[src/rtl/seq_divider_16by8_pkg.sv]
// Shared widths, constants and FSM state type for the 16-by-8 sequential divider.
package div_pkg;
  localparam int DIVIDEND_W = 16;
  localparam int DIVISOR_W  = 8;
  localparam int ITER_COUNT = 16;
  localparam int CNT_W      = 4;

  localparam logic [DIVIDEND_W-1:0] DBZ_QUOTIENT = 16'hFFFF;

  typedef enum logic [1:0] {
    IDLE = 2'd0,
    RUN  = 2'd1,
    DONE = 2'd2
  } state_t;
endpackage

[src/rtl/seq_divider_16by8_if.sv]
// start/busy/done handshake and operand/result bus of the divider.
interface seq_divider_16by8_if;
  logic                               start;
  logic [div_pkg::DIVIDEND_W-1:0]     dividend;
  logic [div_pkg::DIVISOR_W-1:0]      divisor;
  logic                               busy;
  logic                               done;
  logic [div_pkg::DIVIDEND_W-1:0]     quotient;
  logic [div_pkg::DIVISOR_W-1:0]      remainder;
  logic                               div_by_zero;

  modport master (
    output start, dividend, divisor,
    input  busy, done, quotient, remainder, div_by_zero
  );

  modport slave (
    input  start, dividend, divisor,
    output busy, done, quotient, remainder, div_by_zero
  );
endinterface

[src/rtl/seq_divider_16by8_step.sv]
// One combinational restoring-division iteration: shift in a dividend bit, trial-subtract.
module div_step
  import div_pkg::*;
(
  input  logic [DIVISOR_W-1:0] i_rem,
  input  logic                 i_msb,
  input  logic [DIVISOR_W-1:0] i_divisor,
  output logic [DIVISOR_W-1:0] o_rem,
  output logic                 o_qbit
);
  logic [DIVISOR_W:0] w_partial;

  // The 9-bit partial keeps the compare exact when the running remainder is >= 128;
  // the difference always fits back in 8 bits, so only the low byte is kept.
  assign w_partial = {i_rem, i_msb};
  assign o_qbit    = (w_partial >= {1'b0, i_divisor});
  assign o_rem     = o_qbit ? (w_partial[DIVISOR_W-1:0] - i_divisor)
                            : w_partial[DIVISOR_W-1:0];
endmodule

[src/rtl/seq_divider_16by8.sv]
// Sequential unsigned restoring divider, 16-bit dividend / 8-bit divisor, one quotient bit per clock.
// Optional DIVIDER_EARLY_EXIT_EN: finish in one cycle when dividend < divisor.
//
// state | meaning
// IDLE  | waiting for start, results held
// RUN   | 16 restoring iterations, r_cnt counts 15 down to 0
// DONE  | one-cycle done pulse, start accepted here for back-to-back
module seq_divider_16by8
  import div_pkg::*;
(
  input  logic                clk,
  input  logic                rst_n,
  seq_divider_16by8_if.slave  bus
);
  state_t                 r_state, w_state_nxt;
  logic [CNT_W-1:0]       r_cnt;
  logic [DIVIDEND_W-1:0]  r_dvd;
  logic [DIVIDEND_W-1:0]  r_quo;
  logic [DIVISOR_W-1:0]   r_rem;
  logic [DIVISOR_W-1:0]   r_dsr;
  logic [DIVIDEND_W-1:0]  r_quotient;
  logic [DIVISOR_W-1:0]   r_remainder;
  logic                   r_dbz;

  logic                   w_accept;
  logic                   w_dbz;
  logic                   w_early;
  logic [DIVISOR_W-1:0]   w_rem_nxt;
  logic                   w_qbit;
  logic [DIVIDEND_W-1:0]  w_quo_nxt;

  assign w_accept = bus.start && ((r_state == IDLE) || (r_state == DONE));
  assign w_dbz    = (bus.divisor == '0);

`ifdef DIVIDER_EARLY_EXIT_EN
  assign w_early  = !w_dbz && (bus.dividend < {{(DIVIDEND_W-DIVISOR_W){1'b0}}, bus.divisor});
`else
  assign w_early  = 1'b0;
`endif

  div_step u_step (
    .i_rem     (r_rem),
    .i_msb     (r_dvd[DIVIDEND_W-1]),
    .i_divisor (r_dsr),
    .o_rem     (w_rem_nxt),
    .o_qbit    (w_qbit)
  );

  assign w_quo_nxt = {r_quo[DIVIDEND_W-2:0], w_qbit};

  always_ff @(posedge clk or negedge rst_n) begin
    if (!rst_n) r_state <= IDLE;
    else        r_state <= w_state_nxt;
  end

  always_comb begin
    w_state_nxt = r_state;
    case (r_state)
      IDLE: begin
        if (w_accept) w_state_nxt = (w_dbz || w_early) ? DONE : RUN;
      end
      RUN: begin
        if (r_cnt == '0) w_state_nxt = DONE;
      end
      DONE: begin
        if (w_accept) w_state_nxt = (w_dbz || w_early) ? DONE : RUN;
        else          w_state_nxt = IDLE;
      end
      default: w_state_nxt = IDLE;
    endcase
  end

  always_ff @(posedge clk or negedge rst_n) begin
    if (!rst_n) begin
      r_cnt       <= '0;
      r_dvd       <= '0;
      r_quo       <= '0;
      r_rem       <= '0;
      r_dsr       <= '0;
      r_quotient  <= '0;
      r_remainder <= '0;
      r_dbz       <= 1'b0;
    end else if (w_accept) begin
      r_dvd <= bus.dividend;
      r_dsr <= bus.divisor;
      r_rem <= '0;
      r_quo <= '0;
      r_cnt <= CNT_W'(ITER_COUNT - 1);
      // Shortcut cases go straight to DONE, so their results are written here.
      if (w_dbz) begin
        r_quotient  <= DBZ_QUOTIENT;
        r_remainder <= bus.dividend[DIVISOR_W-1:0];
        r_dbz       <= 1'b1;
      end else if (w_early) begin
        r_quotient  <= '0;
        r_remainder <= bus.dividend[DIVISOR_W-1:0];
        r_dbz       <= 1'b0;
      end
    end else if (r_state == RUN) begin
      r_dvd <= r_dvd << 1;
      r_rem <= w_rem_nxt;
      r_quo <= w_quo_nxt;
      r_cnt <= r_cnt - 1'b1;
      if (r_cnt == '0) begin
        r_quotient  <= w_quo_nxt;
        r_remainder <= w_rem_nxt;
        r_dbz       <= 1'b0;
      end
    end
  end

  assign bus.busy        = (r_state == RUN);
  assign bus.done        = (r_state == DONE);
  assign bus.quotient    = r_quotient;
  assign bus.remainder   = r_remainder;
  assign bus.div_by_zero = r_dbz;
endmodule

[src/flat_wrapper.sv]
// flat-port wrapper written by rule: the top's interface ports become plain ports
module seq_divider_16by8_flat import div_pkg::*;
  (clk, rst_n, bus_start, bus_dividend, bus_divisor, bus_busy, bus_done, bus_quotient, bus_remainder, bus_div_by_zero);
  seq_divider_16by8_if bus_i ();
  input  logic clk;
  input  logic rst_n;
  input wire logic [$bits(bus_i.start)-1:0] bus_start;
  input wire logic [$bits(bus_i.dividend)-1:0] bus_dividend;
  input wire logic [$bits(bus_i.divisor)-1:0] bus_divisor;
  output wire logic [$bits(bus_i.busy)-1:0] bus_busy;
  output wire logic [$bits(bus_i.done)-1:0] bus_done;
  output wire logic [$bits(bus_i.quotient)-1:0] bus_quotient;
  output wire logic [$bits(bus_i.remainder)-1:0] bus_remainder;
  output wire logic [$bits(bus_i.div_by_zero)-1:0] bus_div_by_zero;
  assign bus_i.start = bus_start;
  assign bus_i.dividend = bus_dividend;
  assign bus_i.divisor = bus_divisor;
  assign bus_busy = bus_i.busy;
  assign bus_done = bus_i.done;
  assign bus_quotient = bus_i.quotient;
  assign bus_remainder = bus_i.remainder;
  assign bus_div_by_zero = bus_i.div_by_zero;
  seq_divider_16by8 u_core (.clk(clk), .rst_n(rst_n), .bus(bus_i));
endmodule
[config.mk]
export PLATFORM = sky130hd
export DESIGN_NAME = seq_divider_16by8_flat
export DESIGN_NICKNAME = d
export VERILOG_FILES = /design/src/rtl/seq_divider_16by8_pkg.sv /design/src/rtl/seq_divider_16by8_if.sv /design/src/rtl/seq_divider_16by8_step.sv /design/src/rtl/seq_divider_16by8.sv /design/src/flat_wrapper.sv
export SDC_FILE = /design/constraint.sdc
export NUM_CORES = 1
export LEC_CHECK = 0
export CAP_MARGIN = 15
export CORE_MARGIN = 1
export CORE_UTILIZATION = 40
export CTS_CLUSTER_DIAMETER = 40
export DETAILED_ROUTE_END_ITERATION = 10
export GPL_TIMING_DRIVEN = 0
export PLACE_DENSITY = 0.68
export SETUP_SLACK_MARGIN = 0.05
export SYNTH_ARGS = -nofsm -noshare
export SYNTH_HDL_FRONTEND = slang
export SYNTH_HIERARCHICAL = 1
export SYNTH_SLANG_ARGS = --single-unit
[constraint.sdc]
create_clock -name clk -period 6.4 [get_ports clk]
set_input_delay 1.28 -clock clk [delete_from_list [all_inputs] [get_ports clk]]
set_output_delay 1.28 -clock clk [all_outputs]
set_load 0.02 [all_outputs]
==> qor.yml, run 1 <==
crit_required_ns: 5.12
yosys_warnings: 6
worst_pin_slew_ns: 0.5249
path_cells: "nand2b_1 -> buf_4 -> inv_8 -> buf_2 -> clkdlybuf4s50_1"
gp_congestion: 0.8278
ys_top_cells_by_count: "dfrtp_1, nand2_1, a22o_1"
viasPerCell: 5.357
status: "finished, final reports clean"
hp-class: "reg2reg"
cp_num_buf_inv: 4
p_leak_nw: 2.007
clock_sinks: 78
timing.hold.ws_ns: 0.4832
port_buffers: 53
period_share_pct: 51.38
grt_pass1_vias: 2816
drt_iter0_drc: 200
end_kind: "primary output"
max_stage_delay_ns: 0.64
fillers: 807
clkTransAtPathRegs_ns: 0.08
post-cts-setup-buffers: 0
syn_nets: 361
dominantRegCellSynth: "dfrtp_1"
final.min_clock_period_ns: 3.288
crit_type: "reg2out"
wl_per_cell_um: 16.36
synth_most_common_cell: "dfrtp_1"
cts_tree: "yes"
ys_seq_area_share_pct: 52.70
synth_cell_types: 49
power.density_nw_per_um2: 601.9
synth-edff-count: 0
rsz0062_at_grt: "no"
placed_cell_area_um2: 4394
maxSlewViolCount: 0
synth_top_area_share_pct: 52.70
cts_buffer_depth: 2
track_usage_pct: 18.50
syn_inst: 324
dp_slack_ns: 3.478
start_util_pct: 41.86
ys_async_sr_fraction_pct: 100.0
use_met1_pct: 24.64
fin_skew_ns: 0.007556
worst_setup_path_start_kind: "register"
cts_max_level: 3
fmax_mhz: 304.1
setup_slack_ns: 3.112
totalWireLength_um: 8213
rows: 34
path_max_fanout: 10
relSlewSlack_pct: 64.73
synth.area.top_cells: "dfrtp_1, nand2_1, a22o_1, o22a_2, ha_1"
coreArea_um2: 8848
finalPower_mw: 2.765
fin_nets: 426
cts_buffers: 9
busiest_layer: "met2"
drc: 0
antenna_found_initial: 0
vias: 2689
io_pins: 54
avgSynthCellArea_um2: 11.43
die_w_um: 98.23
cts_resized: 0
cts-root-buf: "clkbuf_8"
clk_latency_ns: 0.35
ir_drop_mv: 0.1788
reg2reg_slack_ns: 3.94
firstDrtPassIters: 6
setup_violations: 0
dp_hpwl_um: 5977
hold_viol: 0
cpLargestDelayFamily: "buffers and inverters"
grt-ovfl-total: 0
ant_nets: 0
ys_ff_latch: 78
grt_max_degree: 47
crit_path_top_delay_cell: "clkdlybuf4s50_1"
drive_gt1_share_pct: 16.24
max_cap_violations: 0
num_antenna_cells: 0
grt_first_pass_wirelength_um: 13880
synth_top_area_cell: "dfrtp_1"
grt_use_met3_pct: 3.937
final_area_um2: 4594
ctsHoldBuffers: 0
cp_data_arrival_time_ns: 2.01
use_met2_pct: 29.41
netlist_area_um2: 3704
die_h_um: 98.23
dieArea_um2: 9648
setup-tns-final_ns: 0
syn_to_final_growth_pct: 24.05
power breakdown:
group	switching [mW]	internal [mW]	total, mW
clock network	0.178	0.191	0.369
registers	0.164	0.739	0.903
logic	0.771	0.722	1.49
metal layers:
| layer | wire length (um) | up-vias |
|---|---|---|
| met1 | 3726 | 1342 |
| li1 | - | 1284 |
| met4 | 180 | 0 |
| met5 | 0 | - |
| met2 | 4010 | 48 |
| met3 | 295 | 15 |
worst paths after layout:
path,startpoint,end,depth (start not counted)
max,u_core/r_state[1],bus_busy,5
min,u_core/r_dvd[12],u_core/r_dvd[12],2
max reg2reg,u_core/r_rem[2],u_core/bus.remainder[4],8
min reg2reg,u_core/r_dvd[12],u_core/r_dvd[12],2
max in group asynchronous,rst_n,u_core/r_dvd[15],2
min in group asynchronous,rst_n,u_core/bus.quotient[2],1
stage by stage:
| stage | std cells | util [%] |
|---|---|---|
| after CTS | 502 | 51.92 |
| final | 502 | 51.92 |
| after floorplan | 324 | - |
| after global routing | 502 | 51.92 |
| after detailed placement | 486 | 49.66 |
| after global placement | 485 | 49.38 |
flip-flops by register name, summed over array words and instances (netlist names):
signal	flops
u_core/bus.remainder	8
u_core/r_cnt	4
u_core/r_dvd	16
u_core/bus.div_by_zero	1
u_core/bus.quotient	16
u_core/r_state	2
u_core/r_rem	8
u_core/r_dsr	8
u_core/r_quo	15
logic make-up after synthesis:
| group | synth area share [%] |
|---|---|
| XOR/XNOR | 1.419 |
| flip-flops | 52.70 |
| adder cells (fa/ha/maj) | 3.581 |
| AO/OA/AOI/OAI | 21.55 |
| AND/OR/NAND/NOR | 12.91 |
| multiplexers | 2.061 |
| buffers and inverters | 5.777 |
area by class of cell:
cell class / instances / area (um2) / share of cell area, %
timing repair buffer: 54 / 555.5 / 12.09
multi-input combinational: 210 / 1538 / 33.47
tap: 108 / 135.1 / 2.941
clock inverter: 5 / 58.81 / 1.280
clock buffer: 11 / 141.4 / 3.077
sequential: 78 / 1952 / 42.48
buffer: 19 / 142.6 / 3.105
inverter: 17 / 71.32 / 1.552
cells in the final DEF, fill, tap and decap left out, types with 8 or more instances in the layout:
master           netlist  routed
a22o_1                24      24
a22oi_1                9       9
a31oi_1                8       8
buf_2                 10      10
clkbuf_8               0      10
clkdlybuf4s50_1        0      52
dfrtp_1               78      78
ha_1                   9       9
inv_1                 16      16
nand2_1               62      62
nor2_1                10      10
o21a_1                 9       9
o22a_1                12      12
o22a_2                12      12
tightest hold or removal path: stages (launching register included):
cell	delay (ns)
dfrtp_1	0.35
nand2_1	0.05
nand2_1	0.05
Note: power is estimated with default switching activity, not from simulation.
==> run 2: changes to the inputs <==
==> constraint.sdc (replaced) <==
create_clock -name clk -period 3.35 [get_ports clk]
set_input_delay 0.67 -clock clk [delete_from_list [all_inputs] [get_ports clk]]
set_output_delay 0.67 -clock clk [all_outputs]
set_load 0.02 [all_outputs]
==> results of run 2 <==
The final DEF is identical to that of run 1. Status: finished, final reports clean.
Among the figures that moved: setup slack after placement 3.478 ns -> 0.9039 ns; setup slack after layout 3.112 ns -> 0.6719 ns; hold slack 0.4832 ns -> 0.2612 ns; register-to-register setup slack 3.94 ns -> 0.89 ns; total power 2.765 mW -> 5.283 mW; worst IR drop on VDD 0.1788 mV -> 0.3416 mV
==> run 3: changes to the inputs <==
==> constraint.sdc (replaced) <==
create_clock -name clk -period 2.8 [get_ports clk]
set_input_delay 0.56 -clock clk [delete_from_list [all_inputs] [get_ports clk]]
set_output_delay 0.56 -clock clk [all_outputs]
set_load 0.02 [all_outputs]
==> results of run 3 <==
The final DEF is identical to that of run 1. Status: finished, final reports clean.
Among the figures that moved: setup slack after placement 3.478 ns -> 0.3539 ns; setup slack after layout 3.112 ns -> 0.2319 ns; hold slack 0.4832 ns -> 0.1512 ns; register-to-register setup slack 3.94 ns -> 0.34 ns; total power 2.765 mW -> 6.321 mW; worst IR drop on VDD 0.1788 mV -> 0.4087 mV
